## config.mk

```make
export PLATFORM = sky130hd
export DESIGN_NAME = analog_probe_scanner
export DESIGN_NICKNAME = d
export VERILOG_FILES = /design/src/rtl/analog_probe_scanner.sv
export SDC_FILE = /design/constraint.sdc
export NUM_CORES = 1
export LEC_CHECK = 0
export BUFFER_PORTS_ARGS = -buffer_cell sky130_fd_sc_hd__buf_4
export CORE_MARGIN = 8
export CORE_UTILIZATION = 30
export CTS_BUF_LIST = sky130_fd_sc_hd__clkbuf_2 sky130_fd_sc_hd__clkbuf_4 sky130_fd_sc_hd__clkbuf_8
export CTS_CLUSTER_DIAMETER = 150
export DETAILED_ROUTE_END_ITERATION = 6
export GPL_ROUTABILITY_DRIVEN = 0
export SLEW_MARGIN = 25
export SYNTH_ARGS = -nofsm -noshare
export SYNTH_HDL_FRONTEND = slang
export SYNTH_SLANG_ARGS = --single-unit
```

## constraint.sdc

```tcl
create_clock -name clk -period 2.5 [get_ports clk]
set_input_delay 0.375 -clock clk [delete_from_list [all_inputs] [get_ports clk]]
set_output_delay 0.375 -clock clk [all_outputs]
set_load 0.01 [all_outputs]
```

## src/rtl/analog_probe_scanner.sv

```systemverilog
// rtl/analog_probe_scanner.sv - round-robin multi-channel analog probe with sample averaging
module analog_probe_scanner #(
   parameter int NUM_CH = 8,
   parameter int DATA_W = 24,
   parameter int AVG_LOG2 = 2,
   parameter int TIMEOUT = 255,
   parameter logic signed [DATA_W-1:0] FALLBACK_V = DATA_W'(1234),
   parameter logic signed [DATA_W-1:0] FALLBACK_I = DATA_W'(123),
   localparam int CH_W = (NUM_CH > 1) ? $clog2(NUM_CH) : 1
) (
   input  logic                     clk,
   input  logic                     rst,
   input  logic                     start,
   input  logic [NUM_CH-1:0]        ch_enable,
   input  logic [NUM_CH-1:0]        ch_mode,
   output logic                     busy,
   output logic                     done,
   output logic                     be_req,
   output logic [CH_W-1:0]          be_ch,
   output logic                     be_mode,
   input  logic                     be_ack,
   input  logic                     be_valid,
   input  logic signed [DATA_W-1:0] be_data,
   input  logic [CH_W-1:0]          rd_ch,
   output logic signed [DATA_W-1:0] rd_data,
   output logic [NUM_CH-1:0]        err_flags
);

   localparam int ACC_W = DATA_W + AVG_LOG2;
   localparam int CNT_W = AVG_LOG2 + 1;
   localparam int WAIT_W = $clog2(TIMEOUT + 1);
   localparam logic [CNT_W-1:0] SAMPLES = CNT_W'(1 << AVG_LOG2);
   localparam logic [WAIT_W-1:0] WAIT_LAST = WAIT_W'(TIMEOUT - 1);

   typedef enum logic [2:0] {
      S_IDLE, S_SELECT, S_REQ, S_ACCUM, S_FAIL, S_NEXT, S_DONE
   } state_t;

   state_t state_q, state_d;

   logic [NUM_CH-1:0]        pending_q;
   logic [NUM_CH-1:0]        mode_lat_q;
   logic [CH_W-1:0]          cur_ch_q;
   logic                     cur_mode_q;
   logic signed [ACC_W-1:0]  acc_q;
   logic [CNT_W-1:0]         cnt_q;
   logic [WAIT_W-1:0]        wait_q;
   logic signed [DATA_W-1:0] results_q [2**CH_W];
   logic [NUM_CH-1:0]        err_q;

   logic [CH_W-1:0]          sel_ch;
   logic signed [ACC_W-1:0]  data_ext;
   logic signed [ACC_W-1:0]  acc_avg;
   logic                     sample_full;

   assign data_ext    = ACC_W'(be_data);
   assign acc_avg     = acc_q >>> AVG_LOG2;
   assign sample_full = (cnt_q == SAMPLES);
   assign be_ch       = cur_ch_q;
   assign be_mode     = cur_mode_q;
   assign rd_data     = results_q[rd_ch];
   assign err_flags   = err_q;

   // Lowest-index channel still waiting to be scanned
   always_comb begin
      sel_ch = '0;
      for (int i = NUM_CH - 1; i >= 0; i--) begin
         if (pending_q[i]) sel_ch = CH_W'(i);
      end
   end

   // State register
   always_ff @(posedge clk) begin
      if (rst) state_q <= S_IDLE;
      else     state_q <= state_d;
   end

   // Next-state and handshake/status outputs
   always_comb begin
      state_d = state_q;
      busy    = 1'b0;
      done    = 1'b0;
      be_req  = 1'b0;
      case (state_q)
         S_IDLE: begin
            if (start) state_d = S_SELECT;
         end
         S_SELECT: begin
            busy    = 1'b1;
            state_d = (pending_q == '0) ? S_DONE : S_REQ;
         end
         S_REQ: begin
            busy   = 1'b1;
            be_req = 1'b1;
            if (be_ack)                  state_d = be_valid ? S_ACCUM : S_FAIL;
            else if (wait_q == WAIT_LAST) state_d = S_FAIL;
         end
         S_ACCUM: begin
            busy    = 1'b1;
            state_d = sample_full ? S_NEXT : S_REQ;
         end
         S_FAIL: begin
            busy    = 1'b1;
            state_d = S_NEXT;
         end
         S_NEXT: begin
            busy    = 1'b1;
            state_d = (pending_q == '0) ? S_DONE : S_SELECT;
         end
         S_DONE: begin
            done    = 1'b1;
            state_d = S_IDLE;
         end
         default: state_d = S_IDLE;
      endcase
   end

   // Channel bookkeeping, accumulation and result/error writes
   always_ff @(posedge clk) begin
      if (rst) begin
         pending_q  <= '0;
         mode_lat_q <= '0;
         cur_ch_q   <= '0;
         cur_mode_q <= 1'b0;
         acc_q      <= '0;
         cnt_q      <= '0;
         wait_q     <= '0;
         err_q      <= '0;
         for (int i = 0; i < 2**CH_W; i++) results_q[i] <= '0;
      end else begin
         case (state_q)
            S_IDLE: begin
               if (start) begin
                  pending_q  <= ch_enable;
                  mode_lat_q <= ch_mode;
               end
            end
            S_SELECT: begin
               if (pending_q != '0) begin
                  cur_ch_q          <= sel_ch;
                  cur_mode_q        <= mode_lat_q[sel_ch];
                  pending_q[sel_ch] <= 1'b0;
               end
               acc_q  <= '0;
               cnt_q  <= '0;
               wait_q <= '0;
            end
            S_REQ: begin
               // The sample is folded in on the ack edge, so ACCUM only has to decide
               if (be_ack) begin
                  if (be_valid) begin
                     acc_q <= acc_q + data_ext;
                     cnt_q <= cnt_q + CNT_W'(1);
                  end
               end else begin
                  wait_q <= wait_q + WAIT_W'(1);
               end
            end
            S_ACCUM: begin
               if (sample_full) begin
                  results_q[cur_ch_q] <= acc_avg[DATA_W-1:0];
                  err_q[cur_ch_q]     <= 1'b0;
               end else begin
                  wait_q <= '0;
               end
            end
            S_FAIL: begin
               results_q[cur_ch_q] <= cur_mode_q ? FALLBACK_I : FALLBACK_V;
               err_q[cur_ch_q]     <= 1'b1;
            end
            default: ;
         endcase
      end
   end

endmodule

```

; ---- Word level (Yosys, flattened, before mapping)
; Memories as Yosys holds them, arrays and structs flattened.
; Cells that the tools add are included.
[totals]
ff_bits = 68
mem_bits_rw = 192
in_bits = 48
elab_cells = 110
n_memories = 1
[op_classes]
n_addsub = 3
n_lt_le_gt_ge = 4
n_eq_ne = 16
mux = 53
bitwise_logic = 6
n_reduce_logical = 18
[memory_table]
columns = name, depth, word_bits, rd, rd_ports_with_merged_regs, write_ports, line_no
row1 = results_q, 8, 24, 1, 0, 8, 48  ; logic signed [DATA_W-1:0] results_q [2**CH_W];
[ops]
columns = operator, count
row1 = $mux 3, 18
row2 = $mux 26, 2
row3 = $pmux 26 s2, 1
row4 = $mux 24, 2
row5 = $mux 8, 5
row6 = $pmux 8 s2, 2
row7 = $add 26x24->26, 1
row8 = $pmux 8 s3, 1
row9 = $reduce_or 24->1, 1
row10 = $pmux 3 s6, 1
row11 = $and 8x8->8, 2
row12 = $mux 1, 16
row13 = $not 8->8, 2
row14 = $ne 2x2->1 const B, 7
row15 = $eq 3x3->1 const B, 4
row16 = $mux 11, 1
row17 = $reduce_and 3->1, 3
row18 = $add 8x1->8 const B, 1
row19 = $eq 8x8->1 const B, 1
row20 = $logic_not 8->1, 1
row21 = $lt 3x4->1 const B, 2
row22 = $or 8x8->8, 1
row23 = $reduce_and 2->1, 4
row24 = $reduce_bool 8->1, 1
row25 = other kinds (14), 20

; ---- Longest topological paths before layout
[logic_depth]
word_depth = 16
ltp_mapped = 10
depth_no_buf = 10

; ---- Least setup slack after synthesis
; OpenSTA, ideal clock, no wires.
[synth_timing]
path_type = input -> register
startpoint = input be_data[0]
endpoint = register acc_q[22]
setup_ns = 0.120
arrival_time_ns = 2.235
path_slack_ns = 0.145
path_stages = 10
path_buffers = 0
path_cell_list = ha_1 inv_1 fa_1 nor2b_1 o2111ai_1 a21oi_1 and3b_1 o41ai_1 mux2i_1 nand2_1
[synth_via]
elab_chain_len = 4
[synth_rtl]
columns = element, line_no
row1 = start: declaration, 23  ; input logic signed [DATA_W-1:0] be_data,
row2 = $add 26x24->26, 152  ; acc_q <= acc_q + data_ext;
row3 = $mux 26, 151  ; if (be_valid) begin
row4 = $mux 26, 150  ; if (be_ack) begin
row5 = $pmux 26 s2, 131  ; case (state_q)
row6 = end signal: assignment, 152
row7 = end: declaration, 45  ; logic signed [ACC_W-1:0] acc_q;
; Every way passes these cells. The select of a mux whose other input is x is not followed.
; A chain may end at the register's enable or synchronous reset.

; ---- Final worst setup path
[layout_timing]
startpoint = register acc_q[0]
endpoint = register acc_q[22]
[layout_via]
elab_chain_len = 4
[layout_rtl]
columns = element, line_no
row1 = $add 26x24->26, 152
row2 = $mux 26, 151
row3 = $mux 26, 150
row4 = $pmux 26 s2, 131
; Every way passes these cells. The select of a mux whose other input is x is not followed.

==> out/metrics.yaml <==
yosys:
  ys_seq_elements: 260
  async_reset_ff_frac: 0
  syn-num-nets: 1176
  yosys-top-cells-area: "edfxtp_1 (46%), dfxtp_1 (11%), mux4_2 (8.6%)"
  synth_edf_count: 192
  netlist_area_mm2: 0.0126
  yosys-top-cells-count: "nor2_1 (237), edfxtp_1 (192), nand2_1 (108), a21oi_1 (74), dfxtp_1 (68)"
  post-synth-top-count-cell: "nor2_1"
  yosysTopAreaCellShare: 0.458
  yosys_warnings: 0
  synth_seq_area_share: 0.566
  yosysTopAreaCell: "edfxtp_1"
  avgSynthCellArea_um2: 11.5
  netlist_instances: 1096
  synth_cell_types: 79
  synthFlopType: "edfxtp_1"
power:
  power_density_mw_per_mm2: 695
  p_leak_nw: 5.47
  seqPwrFrac: 0.467
  peakVddDrop_v: 0.000277
  p_sw_frac: 0.257
  pwr-share-clk: 0.394
  p_comb_frac: 0.140
  p_int_mw: 7.91
  power.switching_mw: 2.73
sta:
  fmax_mhz: 422
  rsz0062_at_grt: "false"
  fin_crit_sh: 0.947
  period_minus_slack_ns: 2.37
  slew_viol_final: 0
  fin_skew_ns: 0.0226
  worst_pin_slew_ns: 0.746
  setup_violations: 0
  hold_viol: 0
  maxSlewHeadroom: 0.503
  tns_ns: 0
  setup_ws_ns: 0.132
detailed_routing:
  drc: 0
  drtIter0Drc: 583
  wl_mm: 33.6
  ant_nets: 0
  viasPerCell: 5.01
  drt_first_pass_iters: 5
  num_vias: 8989
  wl_per_cell_um: 18.7
worst_setup_path:
  startpoint_type: "flip-flop"
  setup.worst_path.end_class: "flip-flop"
  cpMaxStageDelayCell: "fa_2"
  crit_chain: "ha_1, inv_1, fa_2, nor2b_2, o2111ai_4, a21oi_2, and3b_2, o41ai_2, mux2i_1, nand2_1"
  critPathKind: "flip-flop to flip-flop"
  cp_slowest_stage_delay_ns: 0.35
  required_ns: 2.94
  worstPathArrival_ns: 2.81
  path_max_fanout: 3
  r2r_cells: 10
global_route:
  grt_pass1_vias: 9055
  grt_overflow: 0
  grtUsageMet3: 0.0237
  grt-busiest-layer: "met2"
  gr-usage-met1: 0.177
  grt_pass1_wl_mm: 52.2
  grt_usage: 0.134
  use_met2: 0.220
  antenna_found_initial: 1
  grt_max_degree: 49
placement:
  io_buffers: 86
  dp_worst_setup_slack_ns: -0.145
  place_hpwl_mm: 21.6
clocking:
  cts.htree.levels: 2
  clk_pin_slew_ns: 0.07
  clock_latency_ns: 0.56
  clockRootBuffer: "clkbuf_8"
  cts_tree: "built"
  hold_buffers: 0
  postCtsSetupRepairBufs: 0
  clockBufferDepth: 3
  cts_buffers: 44
  cts.sinks: 260
die:
  ios: 87
  std_cell_rows: 75
  start_util: 0.302
  die_area_mm2: 0.0488
  die_h_um: 221
  die_x_um: 221
  coreArea_mm2: 0.0417
final_layout:
  nets: 1302
  n_fill_cell: 4147
  fin_util: 0.367
  drive_above_1_share: 0.257
  multi_input_area_mm2: 0.00516
  seqCellArea_mm2: 0.00713
  area_growth_pct: 21.6
hold_path:
  hp-class: "primary input to flip-flop"
  hold_depth: 3
status:
  status: "finished, final reports clean"
run:
  maxCapViolations: 0
-- flip-flops by register name, indices dropped and copies added, names as in the netlist, named ones only --
name,flops
acc_q,26
pending_q,8
state_q,3
cnt_q,3
results_q,192
mode_lat_q,8
wait_q,8
be_mode,1
be_ch,3
-- layout by cell type (no fill, tap or decap), types with 8 or more instances in the layout --
master / n
inv_1: 17
xor2_1: 14
nand3_1: 22
ha_1: 31
mux2_2: 25
nor3_1: 10
o21ai_0: 28
buf_4: 121
edfxtp_1: 192
a21o_1: 10
clkbuf_4: 16
nand2b_1: 9
clkbuf_8: 49
a21oi_1: 72
nor2_1: 237
nand2_1: 108
buf_12: 19
dfxtp_1: 67
nand4_1: 8
mux4_2: 48
mux2i_1: 9
-- cells by family after synthesis --
family	share of synthesized area
multiplexers	0.115
buffers and inverters	0.0275
adder cells (fa/ha/maj)	0.0324
AND/OR/NAND/NOR	0.158
flip-flops	0.566
XOR/XNOR	0.0146
AO/OA/AOI/OAI	0.0859
-- power by group through the flow --
stage                     clock network (mW)  registers [mW]  logic (mW)
after floorplan                            0            5.00       0.962
after global placement                     0            5.04        1.49
after detailed placement                   0            5.05        1.50
after CTS                               4.29            4.96        1.51
after global routing                    4.48            4.99        1.64
final                                   4.19            4.96        1.49
-- stage by stage --
step | area [um2] | instances | power (mW) | hold WS [ns]
global placement | 14300 | 1715 | 6.53 | 0.444
global route | 15300 | 1793 | 11.1 | 0.0354
CTS | 15300 | 1792 | 10.8 | 0.0164
floorplan | 12600 | 1096 | 5.97 | 0.436
finish | 15300 | 1793 | 10.6 | 0.0450
detailed placement | 14300 | 1715 | 6.56 | 0.454
-- final timing paths --
check | startpoint | endpoint | slack [ns]
setup reg to reg | acc_q[0] | acc_q[22] | 0.13
setup / recovery | acc_q[0] | acc_q[22] | 0.13
hold / removal | ch_enable[3] | pending_q[3] | 0.04
hold reg to reg | mode_lat_q[2] | mode_lat_q[2] | 0.46
-- area by class of cell --
class,count,area share
multi-input combinational,757,0.337
timing repair buffer,140,0.0842
sequential,260,0.466
inverter,19,0.00466
clock buffer,65,0.0519
tap,539,0.0441
antenna,1,0.000164
clock inverter,12,0.0118
-- critical path: cells and delay by family, from the launching register on --
family / cells / cell delay (ns)
mux: 1 / 0.22
fa+ha+maj: 2 / 0.52
flops: 1 / 0.33
compound gates: 3 / 0.63
simple gates: 3 / 0.51
buf+inv: 1 / 0.06
-- routing by layer --
metal | part of all wire | vias up | routed length, um
met5 | 0 | - | 0
li1 | - | 4253 | -
met1 | 0.44 | 4416 | 14900
met3 | 0.055 | 60 | 1840
met2 | 0.48 | 260 | 16000
met4 | 0.024 | 0 | 800
-- what timing repair did --
action | 4_1_cts | 5_1_grt
setup endpoints to repair | 2 | 7
resized for setup | 4 | 7
cloned | 0 | 0
pin swaps | 1 | 2
No activity file was read; power rests on OpenSTA's default activity.
